**config.mk**
```make
export PLATFORM = sky130hd
export DESIGN_NAME = decode_dispatch_arbiter
export DESIGN_NICKNAME = d
export VERILOG_FILES = /design/src/rtl/decode_pkg.sv /design/src/rtl/decode_lane_fifo.sv /design/src/rtl/decode_dispatch_arbiter.sv
export SDC_FILE = /design/constraint.sdc
export NUM_CORES = 2
export LEC_CHECK = 0
export CAP_MARGIN = 20
export CORE_UTILIZATION = 45
export CTS_CLUSTER_DIAMETER = 60
export DETAILED_ROUTE_END_ITERATION = 10
export GPL_TIMING_DRIVEN = 0
export PLACE_DENSITY = 0.75
export SLEW_MARGIN = 0
export SYNTH_ARGS = -nofsm -noshare
export SYNTH_HDL_FRONTEND = slang
export SYNTH_SLANG_ARGS = --single-unit
```
**constraint.sdc**
```tcl
create_clock -name clock_i -period 23.1 [get_ports clock_i]
set_input_delay 3.465 -clock clock_i [delete_from_list [all_inputs] [get_ports clock_i]]
set_output_delay 3.465 -clock clock_i [all_outputs]
set_load 0.1 [all_outputs]
```
**src/rtl/decode_pkg.sv**
```systemverilog
// Shared types and widths for the decode dispatch arbiter: ID/payload widths, payload field
// offsets, lane identifiers and the wrap-safe age compare.
package decode_pkg;

  localparam int unsigned MAJ_ID_WIDTH  = 64;
  localparam int unsigned PAYLOAD_WIDTH = 244;
  localparam int unsigned ENTRY_WIDTH   = MAJ_ID_WIDTH + PAYLOAD_WIDTH;

  // Payload field widths, LSB-first layout (body occupies the low bits).
  localparam int unsigned BodyW    = 121;
  localparam int unsigned IsRegW   = 1;
  localparam int unsigned RwW      = 1;
  localparam int unsigned TidW     = 16;
  localparam int unsigned PidW     = 16;
  localparam int unsigned Is64W    = 1;
  localparam int unsigned MinIdW   = 8;
  localparam int unsigned UnitW    = 4;
  localparam int unsigned AddressW = 64;
  localparam int unsigned OpcodeW  = 8;
  localparam int unsigned FormatW  = 4;

  localparam int unsigned BodyLsb    = 0;
  localparam int unsigned IsRegLsb   = BodyLsb + BodyW;
  localparam int unsigned RwLsb      = IsRegLsb + IsRegW;
  localparam int unsigned TidLsb     = RwLsb + RwW;
  localparam int unsigned PidLsb     = TidLsb + TidW;
  localparam int unsigned Is64Lsb    = PidLsb + PidW;
  localparam int unsigned MinIdLsb   = Is64Lsb + Is64W;
  localparam int unsigned UnitLsb    = MinIdLsb + MinIdW;
  localparam int unsigned AddressLsb = UnitLsb + UnitW;
  localparam int unsigned OpcodeLsb  = AddressLsb + AddressW;
  localparam int unsigned FormatLsb  = OpcodeLsb + OpcodeW;

  typedef enum logic {
    Lane0 = 1'b0,
    Lane1 = 1'b1
  } lane_id_e;

  // a is older than b when (a - b) is negative in MAJ_ID_WIDTH-bit two's complement.
  function automatic logic maj_id_older(input logic [MAJ_ID_WIDTH-1:0] a,
                                        input logic [MAJ_ID_WIDTH-1:0] b);
    logic [MAJ_ID_WIDTH-1:0] diff;
    diff = a - b;
    return diff[MAJ_ID_WIDTH-1];
  endfunction

endpackage

```
**src/rtl/decode_lane_fifo.sv**
```systemverilog
// Per-lane synchronous FIFO with combinational head read. A push on a full FIFO is taken
// only when the same edge pops.
module decode_lane_fifo #(
  parameter int unsigned DEPTH = 4,
  parameter int unsigned WIDTH = 8,
  localparam int unsigned PtrW = $clog2(DEPTH) + 1
) (
  input  logic             clock_i,
  input  logic             reset_i,
  input  logic             push_i,
  input  logic [WIDTH-1:0] data_i,
  input  logic             pop_i,
  output logic [WIDTH-1:0] head_o,
  output logic             full_o,
  output logic             empty_o,
  output logic [PtrW-1:0]  free_count_o
);

  logic [WIDTH-1:0] mem_q [DEPTH];
  logic [PtrW-1:0]  wr_ptr_q, wr_ptr_d;
  logic [PtrW-1:0]  rd_ptr_q, rd_ptr_d;
  logic             wr_en, rd_en;

  assign empty_o      = (wr_ptr_q == rd_ptr_q);
  assign full_o       = (wr_ptr_q[PtrW-1] != rd_ptr_q[PtrW-1]) &&
                        (wr_ptr_q[PtrW-2:0] == rd_ptr_q[PtrW-2:0]);
  assign free_count_o = PtrW'(DEPTH) - (wr_ptr_q - rd_ptr_q);
  assign head_o       = mem_q[rd_ptr_q[PtrW-2:0]];

  assign wr_en = push_i & (~full_o | pop_i);
  assign rd_en = pop_i & ~empty_o;

  always_comb begin
    wr_ptr_d = wr_ptr_q;
    rd_ptr_d = rd_ptr_q;
    if (wr_en) wr_ptr_d = wr_ptr_q + PtrW'(1);
    if (rd_en) rd_ptr_d = rd_ptr_q + PtrW'(1);
  end

  always_ff @(posedge clock_i) begin
    if (reset_i) begin
      wr_ptr_q <= '0;
      rd_ptr_q <= '0;
    end else begin
      wr_ptr_q <= wr_ptr_d;
      rd_ptr_q <= rd_ptr_d;
    end
  end

  // Storage needs no reset: the pointers alone define which entries are live.
  always_ff @(posedge clock_i) begin
    if (wr_en) mem_q[wr_ptr_q[PtrW-2:0]] <= data_i;
  end

endmodule

```
**src/rtl/decode_dispatch_arbiter.sv**
```systemverilog
// Merges two decode lanes into one valid/ready dispatch port, oldest majID first, with
// per-lane back-pressure and sticky overflow. DECODE_ARB_PERF_EN adds perf counters.
module decode_dispatch_arbiter
  import decode_pkg::*;
#(
  parameter int unsigned FIFO_DEPTH      = 4,
  parameter int unsigned STALL_THRESHOLD = 2
) (
  input  logic                     clock_i,
  input  logic                     reset_i,
  input  logic                     lane0_enable_i,
  input  logic [MAJ_ID_WIDTH-1:0]  lane0_majId_i,
  input  logic [PAYLOAD_WIDTH-1:0] lane0_payload_i,
  output logic                     lane0_stall_o,
  output logic                     lane0_overflow_o,
  input  logic                     lane1_enable_i,
  input  logic [MAJ_ID_WIDTH-1:0]  lane1_majId_i,
  input  logic [PAYLOAD_WIDTH-1:0] lane1_payload_i,
  output logic                     lane1_stall_o,
  output logic                     lane1_overflow_o,
`ifdef DECODE_ARB_PERF_EN
  output logic [31:0]              perf_dispatched_o,
  output logic [31:0]              perf_stall_o,
`endif
  output logic                     dispatch_valid_o,
  input  logic                     dispatch_ready_i,
  output logic [MAJ_ID_WIDTH-1:0]  dispatch_majId_o,
  output logic [PAYLOAD_WIDTH-1:0] dispatch_payload_o,
  output logic                     dispatch_lane_o
);

  localparam int unsigned PtrW = $clog2(FIFO_DEPTH) + 1;

  logic [1:0]             push, pop, push_acc, full, empty, drop;
  logic [ENTRY_WIDTH-1:0] wdata [2];
  logic [ENTRY_WIDTH-1:0] head  [2];
  logic [PtrW-1:0]        free  [2];
  logic [PtrW:0]          free_nxt [2];

  logic                     valid_q, valid_d;
  logic [MAJ_ID_WIDTH-1:0]  maj_q, maj_d;
  logic [PAYLOAD_WIDTH-1:0] pay_q, pay_d;
  lane_id_e                 lane_q, lane_d;
  logic [1:0]               stall_q, stall_d;
  logic [1:0]               ovf_q, ovf_d;

  logic                     load, any_head, sel_lane1;
  logic [MAJ_ID_WIDTH-1:0]  head_maj0, head_maj1;
  logic [ENTRY_WIDTH-1:0]   sel_entry;

  assign push     = {lane1_enable_i, lane0_enable_i};
  assign wdata[0] = {lane0_majId_i, lane0_payload_i};
  assign wdata[1] = {lane1_majId_i, lane1_payload_i};

  for (genvar g = 0; g < 2; g++) begin : g_lane
    decode_lane_fifo #(
      .DEPTH (FIFO_DEPTH),
      .WIDTH (ENTRY_WIDTH)
    ) u_fifo (
      .clock_i      (clock_i),
      .reset_i      (reset_i),
      .push_i       (push[g]),
      .data_i       (wdata[g]),
      .pop_i        (pop[g]),
      .head_o       (head[g]),
      .full_o       (full[g]),
      .empty_o      (empty[g]),
      .free_count_o (free[g])
    );
  end

  assign head_maj0 = head[0][ENTRY_WIDTH-1 -: MAJ_ID_WIDTH];
  assign head_maj1 = head[1][ENTRY_WIDTH-1 -: MAJ_ID_WIDTH];

  // Register refills when empty or being consumed; a stalled packet freezes both FIFOs.
  assign load      = ~valid_q | dispatch_ready_i;
  assign any_head  = ~empty[0] | ~empty[1];
  assign sel_lane1 = empty[0] | (~empty[1] & maj_id_older(head_maj1, head_maj0));
  assign sel_entry = sel_lane1 ? head[1] : head[0];
  assign pop[0]    = load & ~empty[0] & ~sel_lane1;
  assign pop[1]    = load & ~empty[1] & sel_lane1;

  always_comb begin
    valid_d = valid_q;
    maj_d   = maj_q;
    pay_d   = pay_q;
    lane_d  = lane_q;
    if (load) begin
      valid_d = any_head;
      if (any_head) begin
        maj_d  = sel_entry[ENTRY_WIDTH-1 -: MAJ_ID_WIDTH];
        pay_d  = sel_entry[PAYLOAD_WIDTH-1:0];
        lane_d = sel_lane1 ? Lane1 : Lane0;
      end
    end
  end

  always_comb begin
    push_acc = '0;
    drop     = '0;
    stall_d  = '0;
    ovf_d    = ovf_q;
    for (int i = 0; i < 2; i++) begin
      push_acc[i] = push[i] & (~full[i] | pop[i]);
      drop[i]     = push[i] & full[i] & ~pop[i];
      free_nxt[i] = {1'b0, free[i]} + {{PtrW{1'b0}}, pop[i]} - {{PtrW{1'b0}}, push_acc[i]};
      stall_d[i]  = (32'(free_nxt[i]) <= STALL_THRESHOLD);
      ovf_d[i]    = ovf_q[i] | drop[i];
    end
  end

  always_ff @(posedge clock_i) begin
    if (reset_i) begin
      valid_q <= 1'b0;
      maj_q   <= '0;
      pay_q   <= '0;
      lane_q  <= Lane0;
      stall_q <= '0;
      ovf_q   <= '0;
    end else begin
      valid_q <= valid_d;
      maj_q   <= maj_d;
      pay_q   <= pay_d;
      lane_q  <= lane_d;
      stall_q <= stall_d;
      ovf_q   <= ovf_d;
    end
  end

  assign dispatch_valid_o   = valid_q;
  assign dispatch_majId_o   = maj_q;
  assign dispatch_payload_o = pay_q;
  assign dispatch_lane_o    = lane_q;
  assign lane0_stall_o      = stall_q[0];
  assign lane1_stall_o      = stall_q[1];
  assign lane0_overflow_o   = ovf_q[0];
  assign lane1_overflow_o   = ovf_q[1];

`ifdef DECODE_ARB_PERF_EN
  logic [31:0] perf_disp_q, perf_disp_d;
  logic [31:0] perf_stall_q, perf_stall_d;

  always_comb begin
    perf_disp_d  = perf_disp_q;
    perf_stall_d = perf_stall_q;
    if (valid_q && dispatch_ready_i && (perf_disp_q != '1)) perf_disp_d = perf_disp_q + 32'd1;
    if ((|stall_q) && (perf_stall_q != '1)) perf_stall_d = perf_stall_q + 32'd1;
  end

  always_ff @(posedge clock_i) begin
    if (reset_i) begin
      perf_disp_q  <= '0;
      perf_stall_q <= '0;
    end else begin
      perf_disp_q  <= perf_disp_d;
      perf_stall_q <= perf_stall_d;
    end
  end

  assign perf_dispatched_o = perf_disp_q;
  assign perf_stall_o      = perf_stall_q;
`endif

endmodule
```
* Word level (Yosys, flattened, before mapping)
Memories as Yosys holds them, arrays and structs flattened. A register that Yosys moved wholly into a read port is not among the register bits. Cells that the tools add are included. W data, S select, Z words.
Operators by class: bitwise operators 28, $lt $le $gt $ge 2, $add $sub $neg 13, equality and inequality tests 6, reduce and logical (&&, ||, !) cells 3, muxes and demuxes 10
Operators with widths (count):
- $mux W308 | 1
- $sub A64 B64 Y64 | 1
- $and A1 B1 Y1 | 13
- $add A3 B1 Y3 const B | 4
- $add A3 B1 Y4 | 2
- $le A4 B2 Y1 const B | 2
- $mux W2 | 4
- $not A1 Y1 | 8
- $sub A4 B1 Y4 | 2
- $or A1 B1 Y1 | 7
- $eq A3 B3 Y1 | 2
- $sub A3 B3 Y3 | 2
- $sub A3 B3 Y3 const A | 2
- $mux W1 | 5
- $eq A2 B2 Y1 | 2
- $logic_and A1 B1 Y1 | 2
- $ne A1 B1 Y1 | 2
- $reduce_and A2 Y1 | 1
Word-level totals: memories 2, memory bits (writable) 2464, word-level logic and storage cells 74, output and inout bits 314, input bits 621, register bits after elaboration 326
Memory list:
- g_lane[0].u_fifo.mem_q | words 4, bits a word 308, read ports 1, clocked after memory_dff 1, write ports 1, RTL line decode_lane_fifo.sv:19 | logic [WIDTH-1:0] mem_q [DEPTH];
- g_lane[1].u_fifo.mem_q | words 4, bits a word 308, read ports 1, clocked after memory_dff 1, write ports 1, RTL line decode_lane_fifo.sv:19

* Logic depth before layout (Yosys ltp)
word-level depth 10, gate-level depth with buffers 22, mapped depth without buffers 19

* Cells and area by module
A second synthesis with hierarchy kept.
Second synthesis, totals: cell total of the unflattened synthesis 5395, area, all modules 105994.2 um2
Modules (own cells, without submodules):
- decode_lane_fifo at g_lane[0].u_fifo | cells each 1665, sequential area each 37155.6 um2, times used 1, area an instance 44875.5 um2
- decode_lane_fifo at g_lane[1].u_fifo | cells each 1665, sequential area each 37155.6 um2, times used 1, area an instance 44866.8 um2
- decode_dispatch_arbiter | cells each 2065, sequential area each 6286.0 um2, times used 1, area an instance 16251.8 um2

* Worst setup path after synthesis
No wires, ideal clock.
path kind in2reg, from input dispatch_ready_i, to register g_lane[1].u_fifo.wr_ptr_q[2], stages on the path 5, library setup time 136 ps, data arrival time 20738 ps, buffers on the path 1, required time 22964 ps, setup slack 2226 ps, cells stage by stage nand2b_1 > clkbuf_1 > o21ai_1 > a21oi_1 > mux2_2
On the way: word-level cells in the longest chain between the ends 5
RTL lines:
- start: declaration | RTL line decode_dispatch_arbiter.sv:26 | input logic dispatch_ready_i,
- $or A1 B1 Y1 | RTL line decode_dispatch_arbiter.sv:76 | assign load = ~valid_q | dispatch_ready_i;
- $and A1 B1 Y1 (2 in series) | RTL line decode_dispatch_arbiter.sv:81 | assign pop[1] = load & ~empty[1] & sel_lane1;
- $or A1 B1 Y1 | RTL line decode_lane_fifo.sv:30 | assign wr_en = push_i & (~full_o | pop_i);
- $and A1 B1 Y1 | RTL line decode_lane_fifo.sv:30
- end signal: assignment | RTL line decode_lane_fifo.sv:45 | wr_ptr_q <= wr_ptr_d;
- end: declaration | RTL line decode_lane_fifo.sv:20 | logic [PtrW-1:0] wr_ptr_q, wr_ptr_d;
Every way passes these cells. A chain may end at the register's enable or synchronous reset.

==> impl_metrics.toml <==
[logic_synthesis]
synth.most_common_cell = "edfxtp_1"
synth_area_leaders = "edfxtp_1 71%, mux4_2 13%, dfxtp_1 6.3%"
synth_nets = 5903
yosysTopAreaCell = "edfxtp_1"
synth.top_cell.area_share_pct = 70.7
syn_area_sq_um = 105000
synth.avg_cell_area_sq_um = 20.1
yosys-top-cells-count = "2464 x edfxtp_1, 616 x mux4_2, 335 x nor2_1"
synthArstFlopShare_pct = 0
yosysSeqAreaShare_pct = 77.0
synth_ff_type = "edfxtp_1"
synth_edf_count = 2464
syn-instance-count = 5194
ys_types = 51
synth_seq_cells = 2794
ys_warn_count = 0

[pwr]
p_leak_nw = 42.5
ir_drop_v = 0.000124
cellPowerDensity_nw_per_um2 = 134
total_power_mw = 17.5

[layout]
area_growth_pct = 24.7
final_cell_area_sq_um = 131000
drive_gt1_share_pct = 18.6
nNetsFinal = 7264

[global_route]
grt_pass1_wl_um = 413000
grt_pass1_vias = 58200
grt_use_total_pct = 24.5
grt_overflow = 0
antenna_found_initial = 128
grt_max_degree = 54

[worst_setup_path]
worst_setup_path_start_kind = "flop"
ff2ff_setup_slack_ns = 14.54
critPathArrivalTime_ns = 9.14
path_max_fanout = 49
cp.required_ns = 23.68
end_kind = "flop"
ff2ff_path_depth = 20
r2r-end = "g_lane[1].u_fifo.mem_q[0][122]$_DFFE_PP_"
critical_path_class = "reg -> reg"

[cts]
root_buffer = "clkbuf_16"
path_clk_slew_ns = 0.06
cts.sinks = 2794
postCtsSetupBuffers = 0
postCtsHoldBufs = 0
htree_levels = 5
cts_buffers = 304
cts_buffer_depth = 4
cts-resized-gates = 0
insertion_delay_ns = 0.96
cts_tree = "built"

[floorplan]
ios = 935
fp.dieW_um = 484
die_y_um = 484
core_sq_um = 231000
start_util_pct = 45.4
dieArea_sq_um = 234000
std_cell_rows = 176

[timing]
fin_crit_ns = 8.56
worstMarginPinSlew_ns = 1.22
drv_slew = 0
fin_crit_sh_pct = 37.0
slew_headroom_pct = 18.3
skew_ns = 0.0869
hold_viol = 0
setup_viol = 0
tns_ns = 0
rsz0062_at_grt = "false"
fmax_ghz = 0.117

[drt]
initialDrtViolationCount = 5846
dr.pass1.iters = 5
wl_per_cell_um = 29.5
viasPerCell = 5.82
drc = 0
vias = 57500
drtAntennaViolNets = 0
finalWirelength_um = 291000

[placement]
gp_congestion = 0.837
dp_hpwl_um = 201000
place.port_buffers = 933
placed_cell_area_sq_um = 120000

[status]
status = "complete, no violations"

[min_path]
hp-class = "reg -> reg"
whs_endpoint = "dispatch_payload_o[90]$_SDFFE_PP0P_"
whs_path_depth = 2
min_from = "dispatch_payload_o[90]$_SDFFE_PP0P_"

[job]
max-cap-violations = 0
[area by class of cell]
class                      count  area, sq um
antenna                       76          190
fill                       16700       100000
inverter                      83          312
buffer                       277         1160
clock inverter               135         1460
clock buffer                 402         8320
tap                         3026         3790
timing repair buffer        1055        12000
multi-input combinational   2040        22600
sequential                  2794        80600
[routing by layer]
metal | global-route usage, % | part of all wire, %
met4 | 12.7 | 5.3
met2 | 39.5 | 49
met5 | 0 | 0.18
met1 | 30.7 | 37
met3 | 6.15 | 9.0
[worst max path at each step]
stage	to	depth (start not counted)	from
finish	g_lane[1].u_fifo.mem_q[0][122]$_DFFE_PP_	20	flop
global route	g_lane[1].u_fifo.mem_q[0][124]$_DFFE_PP_	20	flop
CTS	g_lane[0].u_fifo.mem_q[2][118]$_DFFE_PP_	20	flop
detailed placement	g_lane[0].u_fifo.mem_q[2][114]$_DFFE_PP_	20	flop
global placement	g_lane[1].u_fifo.wr_ptr_q[2]$_SDFFE_PP0N_	15	flop
floorplan	g_lane[1].u_fifo.wr_ptr_q[2]$_SDFFE_PP0N_	5	dispatch_ready_i
[logic make-up (layout without fill, tap and decap cells)]
| logic type | count (synthesis) | in the layout | synth area share [%] |
|---|---|---|---|
| flops | 2794 | 2794 | 77.0 |
| buf+inv | 360 | 1952 | 1.40 |
| other cells | 0 | 76 | 0 |
| xor+xnor | 12 | 12 | 0.108 |
| mux | 731 | 731 | 14.4 |
| simple gates | 622 | 622 | 2.38 |
| fa+ha+maj | 88 | 88 | 1.07 |
| compound gates | 587 | 587 | 3.66 |
[report_power, final]
group / internal, mW / switching (mW)
Clock: 2.84 / 1.93
Combinational: 2.03 / 4.27
Sequential: 6.24 / 0.234
Total: 11.1 / 6.43
[critical path, cell delays in order, from the launching register on]
cell      delay (ns)
dfxtp_1         0.36
buf_2           0.58
clkbuf_2        0.64
buf_1           0.74
mux4_2          0.62
inv_1           0.08
ha_1            0.17
nand4_1         0.28
nor4_2          0.35
buf_4           0.22
nand4_1         0.33
o211ai_1        0.49
o311ai_0        0.24
o211ai_1        0.30
o21ai_1         0.28
a21boi_2        0.40
and2_4          0.60
buf_16          0.32
buf_16          0.32
buf_16          0.32
buf_16          0.28
[placed cells by master, fill, tap and decap left out, drive strengths merged, types with 3 or more instances in the layout]
master	netlist	layout
nor3	4	4
ha	86	86
diode	0	76
or3	3	3
buf	88	210
a22oi	200	200
nand3	11	11
mux4	616	616
mux2	6	6
bufinv	0	27
xnor2	10	10
o21ai	212	212
nand2	225	225
nor2b	7	7
and2	4	4
and3	6	6
inv	83	98
clkbuf	189	591
a31oi	3	3
edfxtp	2464	2464
clkinv	0	79
mux2i	109	109
a21boi	4	4
a21o	6	6
clkinvlp	0	14
a211oi	109	109
nor4	3	3
dfxtp	330	330
o21a	3	3
o211ai	4	4
clkdlybuf4s50	0	933
nand4	16	16
a21oi	32	32
nor2	335	335
nand2b	6	6
[state kept, by name, summed over array words and instances (netlist names), named ones only]
| register | cells |
|---|---|
| ovf_q | 2 |
| g_lane.u_fifo.mem_q | 2464 |
| dispatch_lane_o | 1 |
| dispatch_payload_o | 244 |
| dispatch_majId_o | 64 |
| g_lane.u_fifo.rd_ptr_q | 6 |
| stall_q | 2 |
| dispatch_valid_o | 1 |
| g_lane.u_fifo.wr_ptr_q | 6 |
[per-stage QoR]
| stage | std cells | setup WS [ns] | util [%] | hold WS, ns |
|---|---|---|---|---|
| floorplan | 5194 | 2.23 | - | 0.470 |
| global placement | 9153 | -18.76 | 51.1 | 0.435 |
| detailed placement | 9267 | 14.24 | 52.2 | 0.439 |
| CTS | 9804 | 14.16 | 56.5 | 0.447 |
| global route | 9874 | 14.07 | 56.6 | 0.470 |
| finish | 9888 | 14.54 | 56.6 | 0.450 |
Note: power is estimated with default switching activity, not from simulation.
